[config.mk]
export PLATFORM = sky130hd
export DESIGN_NAME = bpt_update_ctrl
export DESIGN_NICKNAME = d
export VERILOG_FILES = /design/src/rtl/bpt_update_ctrl.sv
export SDC_FILE = /design/constraint.sdc
export NUM_CORES = 1
export LEC_CHECK = 0
export CELL_PAD_IN_SITES_DETAIL_PLACEMENT = 1
export CELL_PAD_IN_SITES_GLOBAL_PLACEMENT = 1
export CORE_UTILIZATION = 43
export CTS_CLUSTER_DIAMETER = 30
export DETAILED_ROUTE_END_ITERATION = 8
export PLACE_DENSITY = 0.84
export SLEW_MARGIN = 10
export SYNTH_ARGS = -nofsm -noshare
export SYNTH_HDL_FRONTEND = slang
export SYNTH_SLANG_ARGS = --single-unit
export TNS_END_PERCENT = 1
[constraint.sdc]
create_clock -name clk -period 4.29 [get_ports clk]
set_clock_uncertainty 0.1 [all_clocks]
set_input_delay 0.858 -clock clk [delete_from_list [all_inputs] [get_ports clk]]
set_output_delay 0.858 -clock clk [all_outputs]
set_load 0.005 [all_outputs]
[src/rtl/bpt_update_ctrl.sv]
// Branch-prediction-table update controller: optional init sweep (macro BPT_INIT_SWEEP_EN), then two update ports queued to one table write port.
// Latency: one cycle from acceptance to table write; both readies drop when the queue holds more than FIFO_DEPTH-2 entries.
module bpt_update_ctrl #(
    parameter int INDEX_LEN  = 8,
    parameter int FIFO_DEPTH = 4
) (
    input  logic                 clk,
    input  logic                 rst,
    input  logic                 IN_upd0Valid,
    input  logic [INDEX_LEN-1:0] IN_upd0Addr,
    input  logic                 IN_upd0Taken,
    input  logic                 IN_upd1Valid,
    input  logic [INDEX_LEN-1:0] IN_upd1Addr,
    input  logic                 IN_upd1Taken,
    output logic                 OUT_upd0Ready,
    output logic                 OUT_upd1Ready,
    output logic                 OUT_writeEn,
    output logic [INDEX_LEN-1:0] OUT_writeAddr,
    output logic                 OUT_writeTaken,
    output logic                 OUT_writeInit,
    output logic                 OUT_initDone
);
    localparam int PTR_W = $clog2(FIFO_DEPTH);
    localparam int CNT_W = PTR_W + 1;

    typedef struct packed {
        logic [INDEX_LEN-1:0] addr;
        logic                 taken;
    } upd_t;

    upd_t             mem_q [FIFO_DEPTH];
    upd_t             mem_d [FIFO_DEPTH];
    logic [PTR_W-1:0] wr_ptr_q, wr_ptr_d;
    logic [PTR_W-1:0] rd_ptr_q, rd_ptr_d;
    logic [CNT_W-1:0] count_q, count_d;
    logic [PTR_W-1:0] wp;
    logic             run, rdy, pop, acc0, acc1;

`ifdef BPT_INIT_SWEEP_EN
    typedef enum logic {ST_INIT, ST_RUN} state_t;
    state_t               state_q, state_d;
    logic [INDEX_LEN-1:0] sweep_q, sweep_d;

    assign run = (state_q == ST_RUN);

    always_comb begin
        state_d = state_q;
        sweep_d = sweep_q;
        if (state_q == ST_INIT) begin
            sweep_d = sweep_q + INDEX_LEN'(1);
            if (sweep_q == {INDEX_LEN{1'b1}}) begin
                state_d = ST_RUN;
            end
        end
    end
`else
    assign run = 1'b1;
`endif

    // Two free slots guarantee both ports can push even if nothing pops.
    assign rdy = !rst && run && (count_q <= CNT_W'(FIFO_DEPTH - 2));
    assign pop = run && (count_q != '0);

    assign OUT_upd0Ready = rdy;
    assign OUT_upd1Ready = rdy;
    assign OUT_initDone  = run && !rst;

    always_comb begin
        mem_d = mem_q;
        wp    = wr_ptr_q;
        acc0  = IN_upd0Valid && rdy;
        acc1  = IN_upd1Valid && rdy;
        if (acc0) begin
            mem_d[wp] = {IN_upd0Addr, IN_upd0Taken};
            wp        = wp + PTR_W'(1);
        end
        if (acc1) begin
            mem_d[wp] = {IN_upd1Addr, IN_upd1Taken};
            wp        = wp + PTR_W'(1);
        end
        wr_ptr_d = wp;
        rd_ptr_d = rd_ptr_q + PTR_W'(pop);
        count_d  = count_q + CNT_W'(acc0) + CNT_W'(acc1) - CNT_W'(pop);
    end

    always_comb begin
        OUT_writeEn    = 1'b0;
        OUT_writeAddr  = '0;
        OUT_writeTaken = 1'b0;
        OUT_writeInit  = 1'b0;
`ifdef BPT_INIT_SWEEP_EN
        if (state_q == ST_INIT) begin
            OUT_writeEn   = 1'b1;
            OUT_writeInit = 1'b1;
            OUT_writeAddr = sweep_q;
        end
`endif
        // The table cannot stall, so the head is always consumed when present.
        if (pop) begin
            OUT_writeEn    = 1'b1;
            OUT_writeAddr  = mem_q[rd_ptr_q].addr;
            OUT_writeTaken = mem_q[rd_ptr_q].taken;
        end
        if (rst) begin
            OUT_writeEn    = 1'b0;
            OUT_writeAddr  = '0;
            OUT_writeTaken = 1'b0;
            OUT_writeInit  = 1'b0;
        end
    end

    always_ff @(posedge clk or posedge rst) begin
        if (rst) begin
            for (int i = 0; i < FIFO_DEPTH; i++) begin
                mem_q[i] <= '0;
            end
            wr_ptr_q <= '0;
            rd_ptr_q <= '0;
            count_q  <= '0;
`ifdef BPT_INIT_SWEEP_EN
            state_q  <= ST_INIT;
            sweep_q  <= '0;
`endif
        end else begin
            mem_q    <= mem_d;
            wr_ptr_q <= wr_ptr_d;
            rd_ptr_q <= rd_ptr_d;
            count_q  <= count_d;
`ifdef BPT_INIT_SWEEP_EN
            state_q  <= state_d;
            sweep_q  <= sweep_d;
`endif
        end
    end
endmodule

==> results of run 1 <==
## cell usage after synthesis, drive strengths merged
cell / instances
a21oi: 35
a22oi: 1
a32o: 1
and3: 9
buf: 15
clkbuf: 2
conb: 1
dfrtp: 43
fa: 2
ha: 11
inv: 9
mux2: 1
mux2i: 36
mux4: 9
nand2: 2
nand3: 1
nand3b: 1
nor2: 39
nor2b: 2
nor3b: 1
nor4b: 1
o211ai: 9
o21a: 1
o32a: 1
or3: 1
xnor2: 5
xor2: 1
## report_power, final
part	switching, W	internal [W]
clock network	0.000140	0.000233
logic	0.000437	0.000566
registers	0.000186	0.000621
total	0.000763	0.00142
## worst max-delay path, stage by stage
cell,delay (ns)
clkdlybuf4s50_1,0.50
inv_2,0.40
and3_1,0.28
clkdlybuf4s50_1,0.51
## kinds of logic after synthesis
logic type / Yosys count / synth area share
XOR/XNOR: 6 / 0.0202
multiplexers: 46 / 0.221
other: 1 / 0.00144
flip-flops: 43 / 0.413
AO/OA/AOI/OAI: 48 / 0.114
adder cells (fa/ha/maj): 13 / 0.0682
AND/OR/NAND/NOR: 57 / 0.111
buffers and inverters: 26 / 0.0514
## routing by layer
metal	share of wire	GRT usage	vias up
met1	0.44	0.289	1003
met3	0.023	0.0297	9
met4	0.015	0.0750	0
li1	-	-	913
met2	0.52	0.403	38
met5	0	0	-
## how the worst min path moves through the flow
| stage | to | depth (start not counted) | slack (ns) |
|---|---|---|---|
| after floorplan | rd_ptr_q[0]$_DFF_PP0_ | 1 | 0.37 |
| after global placement | mem_q[34]$_DFF_PP0_ | 2 | 0.42 |
| after detailed placement | mem_q[34]$_DFF_PP0_ | 2 | 0.44 |
| after CTS | mem_q[34]$_DFF_PP0_ | 2 | 0.46 |
| after global routing | mem_q[34]$_DFF_PP0_ | 2 | 0.47 |
| final | mem_q[34]$_DFF_PP0_ | 2 | 0.45 |
## layout make-up
cell class | count | area, µm² | area share
Multi-Input combinational cell | 171 | 1390 | 0.446
Sequential cell | 43 | 1080 | 0.344
Timing Repair Buffer | 42 | 400 | 0.128
Tap cell | 72 | 90.1 | 0.0288
Clock buffer | 6 | 72.6 | 0.0232
Clock inverter | 2 | 60.1 | 0.0192
Inverter | 9 | 33.8 | 0.0108
## sequential cells by signal (all words and copies together) (netlist names)
register  cells
count_q       3
mem_q        36
rd_ptr_q      2
wr_ptr_q      2
## stage by stage
stage / setup WS (ns) / util / instance area (µm²) / hold slack (ns)
3_3_place_gp: 0.806 / 0.528 / 2990 / 0.418
3_5_place_dp: 0.723 / 0.528 / 2990 / 0.442
4_1_cts: 0.760 / 0.551 / 3130 / 0.458
6_report: 0.770 / 0.551 / 3130 / 0.446
5_1_grt: 0.661 / 0.551 / 3130 / 0.472
2_1_floorplan: 0.626 / - / 2600 / 0.373
==> flow_summary.ini, run 1 <==
[setup_path]
reg2reg_from = count_q[1]$_DFF_PP0_
crit_fanout = 25
ff2ff_setup_slack_ns = 1.21
reg2reg_to = count_q[2]$_DFF_PP0_
rr_worst_depth = 11
critPathKind = in2out
cp.arrival_ns = 2.56
cp-start-kind = primary input
setup.worst_path.end_class = output pin
crit_path_end = OUT_writeAddr[1]
crit_start = rst
required_ns = 3.33

[timing]
rsz0062_at_grt = false
setup_viol = 0
slew_headroom = 0.401
report.final.slew_viol_count = 0
final.min_clock_period_ns = 3.52
max_freq_mhz = 284
tightest_slew_ns = 0.895
setup_tns_ns = 0
hold_viol = 0
layout_worst_path_cycle_share = 0.821

[job]
maxCapViolations = 0

[place]
place.gp.congestion = 0.761
port_buffers = 34
dp.cells = 337
dp_hpwl_mm = 4.42

[run_status]
status = finished, final reports clean

[drt]
drtAntennaViolNets = 0
route.detailed.drc = 0
via_count = 1963
drt_wl_total_mm = 6.59
wl_per_cell_um = 19.1
dr.pass1.iters = 4
drt_iter0_markers = 42
vias_per_cell = 5.69

[finish]
antenna_cells = 0
fin_nets = 307
fin_cells = 345
n_fill_cell = 606
layout_common_cells = 43 x dfrtp_1, 38 x nor2_1, 36 x mux2i_1, 35 x a21oi_1, 34 x clkdlybuf4s50_1
drive_gt1_frac = 0.128
final_common_cell = dfrtp_1
syn2layout_area_growth_pct = 20.1

[floorplanning]
fp.dieW_um = 79.8
dieArea_um2 = 6370
die-height_um = 79.8
ioPinCount = 36
row_count = 27
core_area_um2 = 5680
initial_core_util = 0.459

[global_route]
antenna_found_initial = 0
grt_pass1_wl_mm = 10.8
grt.overflow.total = 0
grt_pass1_vias = 2071
track_usage = 0.229
grt_max_degree = 26

[pwr]
total_power_w = 0.00218
power_per_cell_area_nw_per_um2 = 698
p_leak_nw = 1.57
ir_drop_mv = 0.277

[clock_tree]
clkTransAtPathRegs_ns = 0.08
ctsHoldBuffers = 0
cts_tree = done
cts_num_sinks = 43
post_cts.repair.setup_buffers = 0
clockRootBuffer = clkbuf_8
clockBufferDepth = 2
clkLatencyLatePin_ns = 0.29
cts_resized = 0
h-tree-depth = 2
cts_made_buffers = 5

[logic_synthesis]
ys_warn_count = 0
ys_seq_area_frac = 0.413
synth_cell_types = 32
synth.top_cells.by_area = dfrtp_1 41%, mux2i_1 14%, mux4_2 7.8%, a21oi_1 6.7%, nor2_1 5.5%
synth_top_area_frac = 0.413
syn_area_um2 = 2600
syn_avg_cell_area_um2 = 10.8
ys_seq_elements = 43
yosysTopAreaCell = dfrtp_1
syn_inst = 240
synth_fp_nets = 275

[min_path]
worstHoldPathType = reg2reg
min-delay-start = mem_q[34]$_DFF_PP0_
No activity file was read; power rests on OpenSTA's default activity.
==> run 2: changes to the inputs <==
--- a/config.mk
+++ b/config.mk
@@ -7,10 +7,10 @@
 export LEC_CHECK = 0
 export CELL_PAD_IN_SITES_DETAIL_PLACEMENT = 1
 export CELL_PAD_IN_SITES_GLOBAL_PLACEMENT = 1
-export CORE_UTILIZATION = 43
+export CORE_UTILIZATION = 39
 export CTS_CLUSTER_DIAMETER = 30
 export DETAILED_ROUTE_END_ITERATION = 8
-export PLACE_DENSITY = 0.84
+export PLACE_DENSITY = 0.81
 export SLEW_MARGIN = 10
 export SYNTH_ARGS = -nofsm -noshare
 export SYNTH_HDL_FRONTEND = slang
==> constraint.sdc (replaced) <==
create_clock -name clk -period 2.8 [get_ports clk]
set_clock_uncertainty 0.1 [all_clocks]
set_input_delay 0.56 -clock clk [delete_from_list [all_inputs] [get_ports clk]]
set_output_delay 0.56 -clock clk [all_outputs]
set_load 0.005 [all_outputs]
==> run 2 against run 1 <==
Design area grew 7.7%. Register-to-register slack lost 0.97 ns. Routed wire length grew 4.7%. Global-route usage shrank 1.6 points.
==> flow_summary.ini, run 2 (synthesized netlist as in run 1, its figures left out) <==
[floorplanning]
dieArea_um2 = 7010
initial_core_util = 0.408
ioPinCount = 36
die-height_um = 83.7
row_count = 29
core_area_um2 = 6390
fp.dieW_um = 83.7

[finish]
fin_nets = 328
drive_gt1_frac = 0.197
final_common_cell = dfrtp_1
largest_register = mem_q
design_area_um2 = 3370
largest_register_ffs = 36
syn2layout_area_growth_pct = 29.4
antenna_cells = 0
layout_common_cells = 42 x dfrtp_1, 38 x nor2_1, 36 x mux2i_1, 35 x a21oi_1, 33 x clkdlybuf4s50_1
largestRegisters = mem_q (36), count_q (3)
n_fill_cell = 699

[timing]
slew_headroom = 0.666
setup_viol = 0
hold_viol = 0
max_freq_mhz = 367
layout_worst_path_cycle_share = 0.974
final.min_clock_period_ns = 2.73
setup_tns_ns = 0
rsz0062_at_grt = false
report.final.slew_viol_count = 0
tightest_slew_ns = 0.498

[place]
dp_hpwl_mm = 5.08
place.gp.congestion = 0.822
port_buffers = 34
postPlaceCellArea_um2 = 3230

[setup_path]
critPathKind = reg2out
cp-start-kind = register
cp.arrival_ns = 2.07
setup.worst_path.end_class = output pin
crit_fanout = 6
reg2reg_from = count_q[1]$_DFF_PP0_
required_ns = 2.14
ff2ff_setup_slack_ns = 0.24
reg2reg_to = count_q[2]$_DFF_PP0_
rr_worst_depth = 11

[drt]
route.detailed.drc = 0
drt_iter0_markers = 62
drtAntennaViolNets = 0
vias_per_cell = 5.41
drt_wl_total_mm = 6.89
wl_per_cell_um = 18.6
via_count = 2008
dr.pass1.iters = 4

[clock_tree]
clkLatencyLatePin_ns = 0.30
clockBufferDepth = 2
cts_num_sinks = 43
cts_made_buffers = 5
cts_tree = done
h-tree-depth = 2
clkTransAtPathRegs_ns = 0.08
clockRootBuffer = clkbuf_8
ctsHoldBuffers = 0

[global_route]
grt_pass1_vias = 2289
grt_pass1_wl_mm = 11.7
antenna_found_initial = 0
track_usage = 0.213
grt_max_degree = 19
grt.overflow.total = 0

[min_path]
hold_path_depth = 2
min-delay-start = mem_q[34]$_DFF_PP0_
min_to = mem_q[34]$_DFF_PP0_
worstHoldPathType = reg2reg

[pwr]
p_leak_nw = 1.70
total_power_w = 0.00351
ir_drop_mv = 0.435
power_per_cell_area_nw_per_um2 = 1040

[run_status]
status = finished, final reports clean

[job]
maxCapViolations = 0
[run 2: final cells by class]
class / instances / area [µm²] / share of cell area
sequential: 43 / 1080 / 0.320
inverter: 9 / 33.8 / 0.0100
timing repair buffer: 63 / 632 / 0.188
clock inverter: 2 / 60.1 / 0.0178
clock buffer: 6 / 72.6 / 0.0215
multi-input combinational: 171 / 1400 / 0.415
tap: 77 / 96.3 / 0.0286
[run 2: worst max-delay path by stage]
stage                          startpoint              endpoint  slack [ns]  cells past startpoint
finish               count_q[0]$_DFF_PP0_      OUT_writeAddr[2]        0.07                      4
global route         count_q[0]$_DFF_PP0_      OUT_writeAddr[2]        0.03                      4
CTS                 rd_ptr_q[0]$_DFF_PP0_      OUT_writeAddr[3]        0.04                      4
detailed placement                    rst  count_q[2]$_DFF_PP0_       -0.24                     10
global placement                      rst  count_q[2]$_DFF_PP0_       -0.11                     10
floorplan            count_q[1]$_DFF_PP0_  count_q[2]$_DFF_PP0_        0.08                     12
[run 2: worst max-delay path: stages (launching register included)]
cell and delay, ns:
dfrtp_1 0.47, or3_1 0.46, buf_4 0.19, and3_1 0.18, clkdlybuf4s50_1 0.47
[run 2: through the flow]
stage | setup slack (ns) | util | cells | hold WS, ns
final | 0.0726 | 0.527 | 371 | 0.446
after global routing | 0.0269 | 0.527 | 371 | 0.510
after CTS | 0.0351 | 0.527 | 371 | 0.457
after detailed placement | -0.243 | 0.506 | 363 | 0.434
after global placement | -0.114 | 0.506 | 363 | 0.417
after floorplan | 0.0828 | - | 240 | 0.373
[run 2: metal layers]
| layer | vias to the layer above | share of wire | track usage |
|---|---|---|---|
| met1 | 1012 | 0.42 | 0.256 |
| met2 | 36 | 0.54 | 0.390 |
| met3 | 6 | 0.026 | 0.0356 |
| li1 | 954 | - | - |
| met4 | 0 | 0.014 | 0.0601 |
| met5 | - | 0 | 0 |
[run 2: what timing repair did]
| action | CTS | global route |
|---|---|---|
| setup endpoints to repair | 4 | 7 |
| gates resized for setup | 1 | 2 |
| buffers inserted | 0 | 0 |
| cloned | 0 | 0 |
[run 2: power by group]
part           internal [W]  total (W)  switching, W
logic              0.000991    0.00175      0.000757
registers          0.000953    0.00119      0.000233
clock network      0.000357   0.000576      0.000219
total               0.00230    0.00351       0.00121
